## config.mk

```make
export PLATFORM = sky130hd
export DESIGN_NAME = feedback_step_gen_v2
export DESIGN_NICKNAME = d
export VERILOG_FILES = /design/src/rtl/feedback_step_gen_v2.sv
export SDC_FILE = /design/constraint.sdc
export NUM_CORES = 1
export LEC_CHECK = 0
export BUFFER_PORTS_ARGS = -buffer_cell sky130_fd_sc_hd__buf_2
export CORE_ASPECT_RATIO = 0.6
export CORE_MARGIN = 2
export CORE_UTILIZATION = 35
export DETAILED_ROUTE_END_ITERATION = 10
export GPL_ROUTABILITY_DRIVEN = 1
export HOLD_SLACK_MARGIN = 0.15
export PLACE_DENSITY = 0.63
export SYNTH_ARGS = -nofsm -noshare
export SYNTH_HDL_FRONTEND = slang
export SYNTH_SLANG_ARGS = --single-unit
```

## constraint.sdc

```tcl
create_clock -name i_clk -period 3.3 [get_ports i_clk]
set_input_delay 0.66 -clock i_clk [delete_from_list [all_inputs] [get_ports i_clk]]
set_output_delay 0.66 -clock i_clk [all_outputs]
set_load 0.03 [all_outputs]
```

## src/rtl/feedback_step_gen_v2.sv

```systemverilog
// feedback_step_gen_v2: closed-loop feedback step generator.
// Integrates the registered error on i_trig and emits a shifted, saturated step
// on i_trig_dly. A constant-step mode hands back to integration without a jump
// by preloading the accumulator from the current step.
// Optional debug outputs are enabled by the macro FB_STEP_DBG_EN.
module feedback_step_gen_v2 #(
    parameter int DW       = 32,
    parameter int AW       = 40,
    parameter int SHW      = 5,
    parameter int GAIN_RST = 5
) (
    input  logic                 i_clk,
    input  logic                 i_rst_n,
    input  logic                 i_trig,
    input  logic                 i_trig_dly,
    input  logic signed [DW-1:0] i_err,
    input  logic        [31:0]   i_gain_sel,
    input  logic        [31:0]   i_fb_ON,
    input  logic signed [DW-1:0] i_const_step,
    input  logic                 i_clr,
    output logic signed [DW-1:0] o_step,
    output logic                 o_step_vld,
    output logic                 o_sat
`ifdef FB_STEP_DBG_EN
    ,
    output logic signed [AW-1:0] o_acc_q,
    output logic [SHW-1:0]       o_gain_lat_q,
    output logic [1:0]           o_state_q,
    output logic [15:0]          o_drop_cnt
`endif
);

    localparam logic [1:0] S_OFF   = 2'd0;
    localparam logic [1:0] S_WAIT  = 2'd1;
    localparam logic [1:0] S_HOLD  = 2'd2;
    localparam logic [1:0] S_CONST = 2'd3;

    // Wide enough to hold a DW value sign-extended into AW bits and shifted by
    // the largest possible gain, so preload overflow can be detected exactly.
    localparam int PW = AW + (1 << SHW);

    localparam logic signed [AW-1:0] ACC_MAX = {1'b0, {(AW-1){1'b1}}};
    localparam logic signed [AW-1:0] ACC_MIN = {1'b1, {(AW-1){1'b0}}};
    localparam logic signed [DW-1:0] OUT_MAX = {1'b0, {(DW-1){1'b1}}};
    localparam logic signed [DW-1:0] OUT_MIN = {1'b1, {(DW-1){1'b0}}};

    // Registered state
    logic signed [DW-1:0] err_q;
    logic [SHW-1:0]       gain_q;
    logic [1:0]           mode_q;
    logic [1:0]           state_q,    state_d;
    logic signed [AW-1:0] acc_q,      acc_d;
    logic [SHW-1:0]       gain_lat_q, gain_lat_d;
    logic signed [DW-1:0] step_q,     step_d;
    logic                 vld_q,      vld_d;
    logic                 sat_q,      sat_d;

    // Upper select bits carry no meaning for this block.
    logic unused_sel_bits;
    assign unused_sel_bits = ^{i_gain_sel[31:SHW], i_fb_ON[31:2]};

    // Shift amounts beyond AW-1 would shift out every bit; cap them.
    function automatic logic [SHW-1:0] clamp_gain(input logic [SHW-1:0] g);
        if (int'(g) > AW - 1)
            return SHW'(AW - 1);
        return g;
    endfunction

    // Accumulate path: one guard bit catches overflow of acc + err.
    logic [AW:0]          acc_sum;
    logic                 acc_ovf;
    logic signed [AW-1:0] acc_add_sat;
    assign acc_sum     = {acc_q[AW-1], acc_q} + {{(AW+1-DW){err_q[DW-1]}}, err_q};
    assign acc_ovf     = acc_sum[AW] ^ acc_sum[AW-1];
    assign acc_add_sat = acc_ovf ? (acc_sum[AW] ? ACC_MIN : ACC_MAX) : acc_sum[AW-1:0];

    // Bumpless preload: current step scaled back up by the present gain.
    logic signed [PW-1:0] pre_ext;
    logic signed [PW-1:0] pre_wide;
    logic                 pre_ovf;
    logic signed [AW-1:0] pre_sat;
    assign pre_ext  = {{(PW-DW){step_q[DW-1]}}, step_q};
    assign pre_wide = pre_ext <<< gain_q;
    assign pre_ovf  = pre_wide[PW-1:AW-1] != {(PW-AW+1){pre_wide[PW-1]}};
    assign pre_sat  = pre_ovf ? (pre_wide[PW-1] ? ACC_MIN : ACC_MAX) : pre_wide[AW-1:0];

    // Output path: arithmetic shift by the gain latched at the last i_trig.
    logic signed [AW-1:0] out_sh;
    logic                 out_ovf;
    logic signed [DW-1:0] out_sat;
    assign out_sh  = acc_q >>> gain_lat_q;
    assign out_ovf = out_sh[AW-1:DW-1] != {(AW-DW+1){out_sh[AW-1]}};
    assign out_sat = out_ovf ? (out_sh[AW-1] ? OUT_MIN : OUT_MAX) : out_sh[DW-1:0];

    logic drop_evt;

    // Next-state logic: clear first, then mode decode, then strobe handling.
    always_comb begin
        state_d    = state_q;
        acc_d      = acc_q;
        gain_lat_d = gain_lat_q;
        step_d     = step_q;
        vld_d      = 1'b0;
        sat_d      = sat_q;
        drop_evt   = 1'b0;
        if (i_clr) begin
            acc_d  = '0;
            step_d = '0;
            sat_d  = 1'b0;
            if (mode_q == 2'd1)
                state_d = S_WAIT;
        end else begin
            case (mode_q)
                2'd1: begin
                    case (state_q)
                        S_OFF: state_d = S_WAIT;
                        S_CONST: begin
                            acc_d      = pre_sat;
                            gain_lat_d = clamp_gain(gain_q);
                            if (pre_ovf)
                                sat_d = 1'b1;
                            state_d    = S_HOLD;
                        end
                        default: begin
                            if (i_trig) begin
                                acc_d      = acc_add_sat;
                                gain_lat_d = clamp_gain(gain_q);
                                if (acc_ovf)
                                    sat_d = 1'b1;
                                state_d    = S_HOLD;
                                drop_evt   = i_trig_dly;
                            end else if (i_trig_dly) begin
                                if (state_q == S_HOLD) begin
                                    step_d  = out_sat;
                                    vld_d   = 1'b1;
                                    if (out_ovf)
                                        sat_d = 1'b1;
                                    state_d = S_WAIT;
                                end else begin
                                    drop_evt = 1'b1;
                                end
                            end
                        end
                    endcase
                end
                2'd2: begin
                    if (state_q != S_CONST) begin
                        state_d = S_CONST;
                        acc_d   = '0;
                    end else if (i_trig) begin
                        step_d = i_const_step;
                        vld_d  = 1'b1;
                    end
                end
                default: begin
                    state_d = S_OFF;
                    acc_d   = '0;
                    step_d  = '0;
                end
            endcase
        end
    end

    // State and input registers with asynchronous reset.
    always_ff @(posedge i_clk or negedge i_rst_n) begin
        if (!i_rst_n) begin
            err_q      <= '0;
            gain_q     <= SHW'(GAIN_RST);
            mode_q     <= 2'd0;
            state_q    <= S_OFF;
            acc_q      <= '0;
            gain_lat_q <= SHW'(GAIN_RST);
            step_q     <= '0;
            vld_q      <= 1'b0;
            sat_q      <= 1'b0;
        end else begin
            err_q      <= i_err;
            gain_q     <= i_gain_sel[SHW-1:0];
            mode_q     <= i_fb_ON[1:0];
            state_q    <= state_d;
            acc_q      <= acc_d;
            gain_lat_q <= gain_lat_d;
            step_q     <= step_d;
            vld_q      <= vld_d;
            sat_q      <= sat_d;
        end
    end

    assign o_step     = step_q;
    assign o_step_vld = vld_q;
    assign o_sat      = sat_q;

`ifdef FB_STEP_DBG_EN
    logic [15:0] drop_cnt_q, drop_cnt_d;

    // Saturating count of discarded output strobes.
    always_comb begin
        drop_cnt_d = drop_cnt_q;
        if (i_clr)
            drop_cnt_d = '0;
        else if (drop_evt && (drop_cnt_q != 16'hFFFF))
            drop_cnt_d = drop_cnt_q + 16'd1;
    end

    // Drop counter register.
    always_ff @(posedge i_clk or negedge i_rst_n) begin
        if (!i_rst_n)
            drop_cnt_q <= '0;
        else
            drop_cnt_q <= drop_cnt_d;
    end

    assign o_acc_q      = acc_q;
    assign o_gain_lat_q = gain_lat_q;
    assign o_state_q    = state_q;
    assign o_drop_cnt   = drop_cnt_q;
`else
    logic unused_drop_evt;
    assign unused_drop_evt = drop_evt;
`endif

endmodule

```

==> results summary, run 1 <==
The synthesized area divided by synthesized cell count came out at 8.814 um2. The share of cells above drive strength 1 came out at 30.96%. After clock tree synthesis, the clock-pin slew on the worst setup and hold paths is 0.07 ns. sky130_fd_sc_hd__nand2_1 is the most common cell in the netlist. The nature of the critical path endpoint is a flop.

The worst clock skew came out at 0.008407 ns. The tightest min-delay check is of the input pin to asynchronous set/reset pin type. The number of antenna violations at the first check in global routing came out at 1.

Along the worst path, the maximum fanout reaches 6. Setup repair after global routing could not meet its margin everywhere. The clock period minus worst slack is 3.641 ns.

The basic-gate share of the synthesized area counting and, or, nand and nor cells is 14.37%. The first-pass GRT wire length came out at 65380 um. The count of filler cells inserted in the layout came out at 3180. The overall via count from detail_route is 11856. The number of max-capacitance violations reported came out at 0.

The worst path required time came out at 3.63 ns. In the post-route analysis, the smallest setup slack over all paths is -0.3406 ns. In this run the number of H-tree levels came out at 4.

The xor and xnor fraction of the mapped netlist area came out at 2.353%. The share of flip-flops with an asynchronous set or reset is 100.0%. The final-stage net count came out at 1710. The final weighted congestion in routability-driven placement is 0.9692.

In this run the cell area measured after placement is 13520 um2. The peak supply drop came out at 0.0003827 V. For this design the static power due to leakage is 6.595 nW.

The clock latency reported for the late side of the worst-skew pair came out at 0.45 ns. The final cycle utilization of the critical path is 110.3%. The number of distinct library cell variants in the gate-level netlist after synthesis is 77.

The TritonCTS clock tree is done. The CTS buffer count came out at 17. In this run, synthesis produced a sequential element count of 120. The post-layout total power is 5.845 mW. The number of nets with antenna violations after routing came out at 0. Per report_power, the combinational group accounts for 37.9% of the total.

Using the TritonRoute via totals, the vias-per-cell ratio works out to 6.021. The internal power of the cells totals 3.621 mW. The placeable core region came out at 32420 um2. The floorplan die area came out at 34480 um2.

The layout overhead on the synthesized area is 27.51%. Before antenna repair, the detailed router went through 7 iterations. The final number of max-transition violations came out at 0. Broken down by cell family, the worst path's largest delay share belongs to compound AO/OA/AOI/OAI gates. The post-synthesis compound-gate area fraction came out at 26.33%. The type of the worst setup path is flop to flop. Entering global routing, the biggest net connects 50 pins. The final reports fail on setup timing. The most frequently used flop master after synthesis is sky130_fd_sc_hd__dfrtp_1. The critical path runs through a total of 13 cells. The slew of the pin with the lowest slew margin is 0.7953 ns. Derived from the worst setup path, the maximum achievable clock frequency is 274.7 MHz. The sequential element share of the synthesized area is 26.07%. The number of standard cells after synthesis is 1309. Summed over all layers, the global routing overflow is 0. Counting along the longest clock path gives a buffer depth of 2. The worst setup slack before clock tree synthesis came out at -0.2680 ns.

The top-area cell type share of the netlist area is 25.16%. The number of buffers and inverters on the critical path came out at 4. Traced cell by cell, the critical path runs through buf_4, buf_12, mux4_2, mux2_4, nor2_1, a22o_1, and4_1, o221ai_2, a211oi_4, buf_4, clkbuf_16, o211ai_1, a32o_1. Data arrives at the worst endpoint at 3.97 ns. The die extent in y is 144.6 um.

With fillers left out, the area of the finished cells amounts to 14710 um2. The mapped netlist covers 11540 um2. In the post-synthesis netlist, the biggest area contributors are sky130_fd_sc_hd__dfrtp_1 (25%), sky130_fd_sc_hd__mux4_2 (9.8%), sky130_fd_sc_hd__mux2i_1 (7.3%).

The worst setup path is launched from a flop. Synthesis produced a netlist with a net count of 1488. The largest family of logic cells by synthesized area is compound AO/OA/AOI/OAI gates. The sum of net half-perimeters after detailed placement is 33660 um. The number of clock sinks came out at 120. Net switching is 38.05% of the power.

The worst register-to-register path has a depth of 13. The cell type of the slowest stage on the worst timing path is sky130_fd_sc_hd__dfstp_2. The number of warnings printed during yosys synthesis is 0. Adding up every negative setup slack in the final design gives -10.21 ns.

The most prevalent standard cell on the critical path is sky130_fd_sc_hd__buf_4. The switching component of the power is 2.224 mW. The number of hold violations in the final report is 0. Global routing consumed, over all layers together, 25.07% of the routing resources.

The root buffer selected by CTS is sky130_fd_sc_hd__clkbuf_16. The longest individual stage delay on the worst path came out at 0.56 ns. The worst max-slew margin expressed relative to the limit is 46.75%. The number of synthesized flops with an enable pin came out at 0.

The count of input and output buffers is 109. Including well taps, the total number of placed cells is 1908. Buffers inserted to repair hold after CTS numbered 0. The clock power share is 33.0%.

The setup check on the worst reg-to-reg path leaves a slack of -0.34 ns. The cell area power density is 397.3 nW/um2. In this run the critical register-to-register path is launched from gain_q[0].

By count the netlist is led by sky130_fd_sc_hd__nand2_1 (151), sky130_fd_sc_hd__dfrtp_1 (116), sky130_fd_sc_hd__o21ai_0 (106). Setup violations remaining at the end of the flow were counted as 40. The width of the die came out at 238.4 um. The initial core utilization came out at 35.59%. The library cell with the largest summed area after synthesis is sky130_fd_sc_hd__dfrtp_1.

The number of global-route vias before repair came out at 11172. The detailed router's first-iteration violation count is 1448. After detailed routing, the average wire length per cell comes to 21.96 um. The I/O pin total is 167. The post-synthesis mux area share is 21.08%. The arithmetic-cell share of the synthesized area counting full adders, half adders and majority gates came out at 5.054%. Wires add up to 43230 um. Of the total power, registers draw 29.1%. The number of core rows is 51.

The non-filler instance count after layout is 1969. The DRC violation count after routing came out at 0. The flow ran to the end, but the final reports show violations. The endpoint identified for the worst register-to-register timing path is acc_q[38].
worst reg2reg max path: cells and delay by family, from the launching register on:
family | cells | cell delay [ns]
DFF | 1 | 0.56
and+or+nand+nor | 2 | 0.37
AOI/OAI and AO/OA | 5 | 1.15
muxes | 2 | 0.87
buffers and inverters | 4 | 0.57
through the flow:
step,util (%),hold WS [ns]
2_1_floorplan,-,0.3644
4_1_cts,44.31,0.2509
6_report,45.38,0.2398
5_1_grt,45.38,0.2770
3_3_place_gp,41.72,0.5264
3_5_place_dp,41.72,0.5307
per-layer routing:
layer	vias up	share of wire [%]	track usage [%]	wire (um)
met4	2	0.62	3.618	268
met2	498	41	34.83	17650
li1	5460	-	-	-
met1	5861	47	37.02	20200
met3	35	12	9.525	5098
met5	-	0.030	0	13
worst max path at each step:
stage          slack [ns]   endpoint      start
4_1_cts             -0.13  acc_q[23]  gain_q[0]
5_1_grt             -0.41  acc_q[35]  gain_q[0]
2_1_floorplan        0.06  acc_q[22]  err_q[31]
6_report            -0.34  acc_q[38]  gain_q[0]
3_5_place_dp        -0.27  acc_q[27]  gain_q[0]
3_3_place_gp        -0.24  acc_q[37]   err_q[0]
what timing repair did:
action | in CTS | in global routing
pin swaps | 11 | 19
endpoints found under the setup margin | 40 | 48
resized for setup | 26 | 29
cloned | 2 | 4
setup buffers | 9 | 13
registers in the layout (all words and copies together), names as in the netlist:
register    count
mode_q          2
acc_q          40
o_step         32
state_q         2
err_q          32
o_sat           1
gain_q          5
gain_lat_q      5
o_step_vld      1
area by class of cell:
cell class | count | area [um2] | share of cell area [%]
multi-input combinational | 1061 | 8243 | 56.03
sequential | 120 | 3009 | 20.45
timing repair buffer | 302 | 2231 | 15.16
tap | 424 | 530.5 | 3.606
clock buffer | 18 | 439.2 | 2.985
clock inverter | 14 | 147.6 | 1.004
inverter | 29 | 108.9 | 0.7399
antenna | 1 | 2.502 | 0.01701
power by group through the flow:
stage / Sequential [mW] / Combinational, mW / Clock, mW
2_1_floorplan: 1.68 / 1.44 / 0
3_3_place_gp: 1.71 / 2.05 / 0
3_5_place_dp: 1.72 / 2.08 / 0
4_1_cts: 1.69 / 2.13 / 1.96
5_1_grt: 1.71 / 2.40 / 2.02
6_report: 1.70 / 2.22 / 1.93
layout by cell type, fill, tap and decap left out, types with 12 or more instances in the layout:
| cell | instances |
|---|---|
| sky130_fd_sc_hd__buf_2 | 108 |
| sky130_fd_sc_hd__a21o_1 | 24 |
| sky130_fd_sc_hd__nand2_1 | 151 |
| sky130_fd_sc_hd__xnor2_1 | 18 |
| sky130_fd_sc_hd__mux2i_1 | 78 |
| sky130_fd_sc_hd__a22oi_1 | 35 |
| sky130_fd_sc_hd__inv_1 | 26 |
| sky130_fd_sc_hd__o22ai_1 | 18 |
| sky130_fd_sc_hd__a32o_1 | 33 |
| sky130_fd_sc_hd__nand3_1 | 19 |
| sky130_fd_sc_hd__o211ai_1 | 15 |
| sky130_fd_sc_hd__mux2_2 | 33 |
| sky130_fd_sc_hd__mux4_2 | 50 |
| sky130_fd_sc_hd__xor2_1 | 13 |
| sky130_fd_sc_hd__and2_1 | 12 |
| sky130_fd_sc_hd__o21ai_0 | 105 |
| sky130_fd_sc_hd__a211oi_1 | 35 |
| sky130_fd_sc_hd__buf_4 | 172 |
| sky130_fd_sc_hd__a21oi_1 | 81 |
| sky130_fd_sc_hd__ha_1 | 44 |
| sky130_fd_sc_hd__clkbuf_16 | 20 |
| sky130_fd_sc_hd__nor2_1 | 81 |
| sky130_fd_sc_hd__nor3_1 | 23 |
| sky130_fd_sc_hd__nand2b_1 | 15 |
| sky130_fd_sc_hd__dfrtp_1 | 115 |
logic make-up (layout without fill, tap and decap cells):
| kind of cell | after synthesis | in the layout |
|---|---|---|
| mux | 174 | 174 |
| xor+xnor | 31 | 31 |
| flops | 120 | 120 |
| compound gates | 449 | 449 |
| other cells | 0 | 1 |
| buf+inv | 128 | 363 |
| fa+ha+maj | 46 | 46 |
| simple gates | 361 | 361 |
Power figures use the tool's default switching activity.
==> run 2, diff against run 1 <==
Settings changed: CELL_PAD_IN_SITES_DETAIL_PLACEMENT set to 0, CELL_PAD_IN_SITES_GLOBAL_PLACEMENT set to 1, PLACE_DENSITY 0.63 to 0.77.
==> results summary, run 2 (synthesis gave the netlist of run 1 again) <==
The flow ran to the end, but the final reports show violations. The worst hold path belongs to the class input pin to asynchronous set/reset pin. The sum of net half-perimeters after detailed placement came to 34290 um (+1.9%). The final cycle utilization of the critical path was 107.6% (-2.7 points). The leakage power total came to 6.692 nW (+1.5%). The floorplan die area came out at 34480 um2 (unchanged).

The final-stage net count came out at 1722 (+0.70%). In this design, the largest share of critical-path delay is due to compound AO/OA/AOI/OAI gates. The number of buffers and inverters on the critical path is 2 (-2). The slew of the pin with the lowest slew margin came to 0.6614 ns (-0.1339 ns).

The biggest fanout along the worst timing path came out at 7 (+1). The startpoint identified for the worst register-to-register timing path is gain_q[0]. The number of buffers on the longest clock path came out at 2 (unchanged).

The final number of max-transition violations was 0 (unchanged). The DRC violation count after routing came to 0 (unchanged). The peak supply drop was 0.0004058 V (+6.0%).

The launching element type of the critical path is a flop. The worst path required time is 3.65 ns (+0.02 ns). The worst clock skew is 0.008758 ns (+0.0003516 ns). The longest individual stage delay on the worst path came out at 0.60 ns (+0.04 ns). The worst max-slew margin expressed relative to the limit came out at 55.44% (+8.7 points). The register clock-pin slew on the reported worst setup and hold paths is 0.06 ns (about the same). The setup slack of the most critical reg-to-reg path is -0.25 ns (+0.09 ns). The overall via count from detail_route came to 11814 (-0.35%). The number of setup violations in the final report came to 40 (unchanged). The length of the first detailed-routing pass in iterations is 8 (+1). The share of cells above drive strength 1 came to 32.20% (+1.2 points). The number of max-capacitance violations reported is 0 (unchanged). The number of nets with antenna violations after routing came out at 0 (unchanged). Traced cell by cell, the critical path runs through buf_12, mux4_2, mux2_2, nor2_1, a22o_1, and4_1, o221ai_2, a211oi_4, buf_6, o211ai_1, a32o_1.

The die extent in y came to 144.6 um (unchanged). The number of core rows is 51 (unchanged). The register containing the most flip-flops in the final layout is acc_q. Among all stages on the critical path, the largest delay is contributed by sky130_fd_sc_hd__dfstp_2. The largest net degree at the start of global routing is 46 (-8.0%). The number of flip-flops under the largest register name is 40 (unchanged). The first-pass GRT wire length is 66260 um (+1.4%). The cell count along the critical path came to 11 (-2). The endpoint identified for the worst register-to-register timing path is acc_q[35]. The final reports fail on setup timing. The final weighted congestion in routability-driven placement is 0.9379 (-3.2%). The number of hold violations in the final report is 0 (unchanged). STA classifies the critical path endpoint as a flop.

The clock latency reported for the late side of the worst-skew pair came to 0.45 ns (about the same). The tightest hold margin came out at 0.2287 ns (-0.01102 ns). The count of input and output buffers came out at 109 (unchanged). The number of antenna violations at the first check in global routing was 2 (+1).

The H-tree depth is 4 (unchanged). The type of the worst setup path is flop to flop. The CTS buffer count is 17 (unchanged). The number of cell instances on the worst register-to-register path is 11 (-2). The width of the die came out at 238.4 um (unchanged). The worst setup slack before clock tree synthesis came out at -0.2037 ns (+0.06427 ns). The TritonCTS clock tree is done.

The number of global-route vias before repair was 11112 (-0.54%). The summed area of non-filler cells in the final layout came out at 15000 um2 (+1.9%). The library cell used most frequently in the layout, excluding fill and tap cells, is sky130_fd_sc_hd__buf_4. The overall overflow remaining after global route is 0 (unchanged).

The placement-stage cell area is 13700 um2 (+1.3%). Leaving out fill and tap cells, the most frequent cells in the layout are sky130_fd_sc_hd__buf_4 (178), sky130_fd_sc_hd__nand2_1 (150), sky130_fd_sc_hd__dfrtp_1 (115). The sum of routed wire length over all layers is 43770 um (+1.2%). The number of diodes is 0 (-1).

The maximum clock frequency came to 281.7 MHz (+2.6%). The clock period minus worst slack came to 3.550 ns (-0.09058 ns). The overall track demand over capacity in global routing is 25.54% (+0.48 points). The smallest setup slack after layout came out at -0.2501 ns (+0.09058 ns). The layout overhead on the synthesized area came out at 29.99%. The critical path data arrival time came to 3.90 ns (-0.07 ns). The cell area power density is 406.4 nW/um2 (+2.3%). Setup repair after global routing could not meet its margin everywhere. The root buffer selected by CTS is sky130_fd_sc_hd__clkbuf_16. The number of clock sinks came out at 120 (unchanged). The placeable core region came to 32420 um2 (unchanged). The I/O pin total came to 167 (unchanged). The post-detailed-route wirelength per cell was 22.11 um (+0.68%). The cell total after placement came out at 1923 (+0.79%). The detailed router's first-iteration violation count came out at 1113 (-23%). The initial core utilization came out at 35.59% (unchanged). The count of filler cells inserted in the layout came to 3136 (-1.4%).

The number of vias per cell is 5.967 (-0.91%). The non-filler instance count after layout was 1980 (+0.56%).
==> run 2: layout make-up <==
cell class | instances | area [um2] | area share, %
clock buffers | 18 | 439.2 | 2.928
clock inverters | 14 | 220.2 | 1.468
inverters | 29 | 108.9 | 0.7258
multi-input cells | 1061 | 8324 | 55.51
flip-flops and latches | 120 | 3009 | 20.07
well taps | 424 | 530.5 | 3.537
repair buffers | 314 | 2365 | 15.77
==> run 2: worst max-delay path by stage <==
stage,endpoint,start
2_1_floorplan,acc_q[22],err_q[31]
3_3_place_gp,acc_q[1],err_q[0]
3_5_place_dp,acc_q[23],gain_q[0]
4_1_cts,acc_q[37],gain_q[0]
5_1_grt,acc_q[35],gain_q[0]
6_report,acc_q[35],gain_q[0]
==> run 2: repair_timing <==
item,CTS,global route
hold buffers,0,0
resized for setup,55,28
buffers inserted,15,6
endpoints found under the setup margin,40,41
hold endpoints to repair,0,0
gates cloned,5,1
pin swaps,22,8
==> run 2: through the flow <==
step / total power [mW] / util (%) / setup TNS (ns)
after floorplan: 3.123 / - / 0
after global placement: 3.805 / 42.26 / -6.096
after detailed placement: 3.827 / 42.26 / -6.813
after CTS: 6.076 / 45.73 / -3.787
after global routing: 6.386 / 46.26 / -9.465
final: 6.095 / 46.26 / -6.792
==> run 2: routing by layer <==
| layer | share of wire, % | vias to the layer above | global-route usage (%) |
|---|---|---|---|
| met5 | 0.021 | - | 0 |
| met4 | 0.61 | 2 | 3.849 |
| met3 | 11 | 24 | 10.98 |
| met2 | 41 | 457 | 35.86 |
| met1 | 47 | 5833 | 36.59 |
| li1 | - | 5498 | - |
==> run 2: where the power goes <==
group / internal, mW / total (mW) / switching (mW)
clock: 1.37 / 2.16 / 0.791
combinational: 0.955 / 2.20 / 1.25
sequential: 1.56 / 1.73 / 0.176
total: 3.88 / 6.10 / 2.22
==> run 2: worst register-to-register path, cell delays in order, from the launching register on <==
cell	delay [ns]
sky130_fd_sc_hd__dfstp_2	0.60
sky130_fd_sc_hd__buf_12	0.15
sky130_fd_sc_hd__mux4_2	0.58
sky130_fd_sc_hd__mux2_2	0.34
sky130_fd_sc_hd__nor2_1	0.17
sky130_fd_sc_hd__a22o_1	0.17
sky130_fd_sc_hd__and4_1	0.21
sky130_fd_sc_hd__o221ai_2	0.14
sky130_fd_sc_hd__a211oi_4	0.30
sky130_fd_sc_hd__buf_6	0.17
sky130_fd_sc_hd__o211ai_1	0.26
sky130_fd_sc_hd__a32o_1	0.34
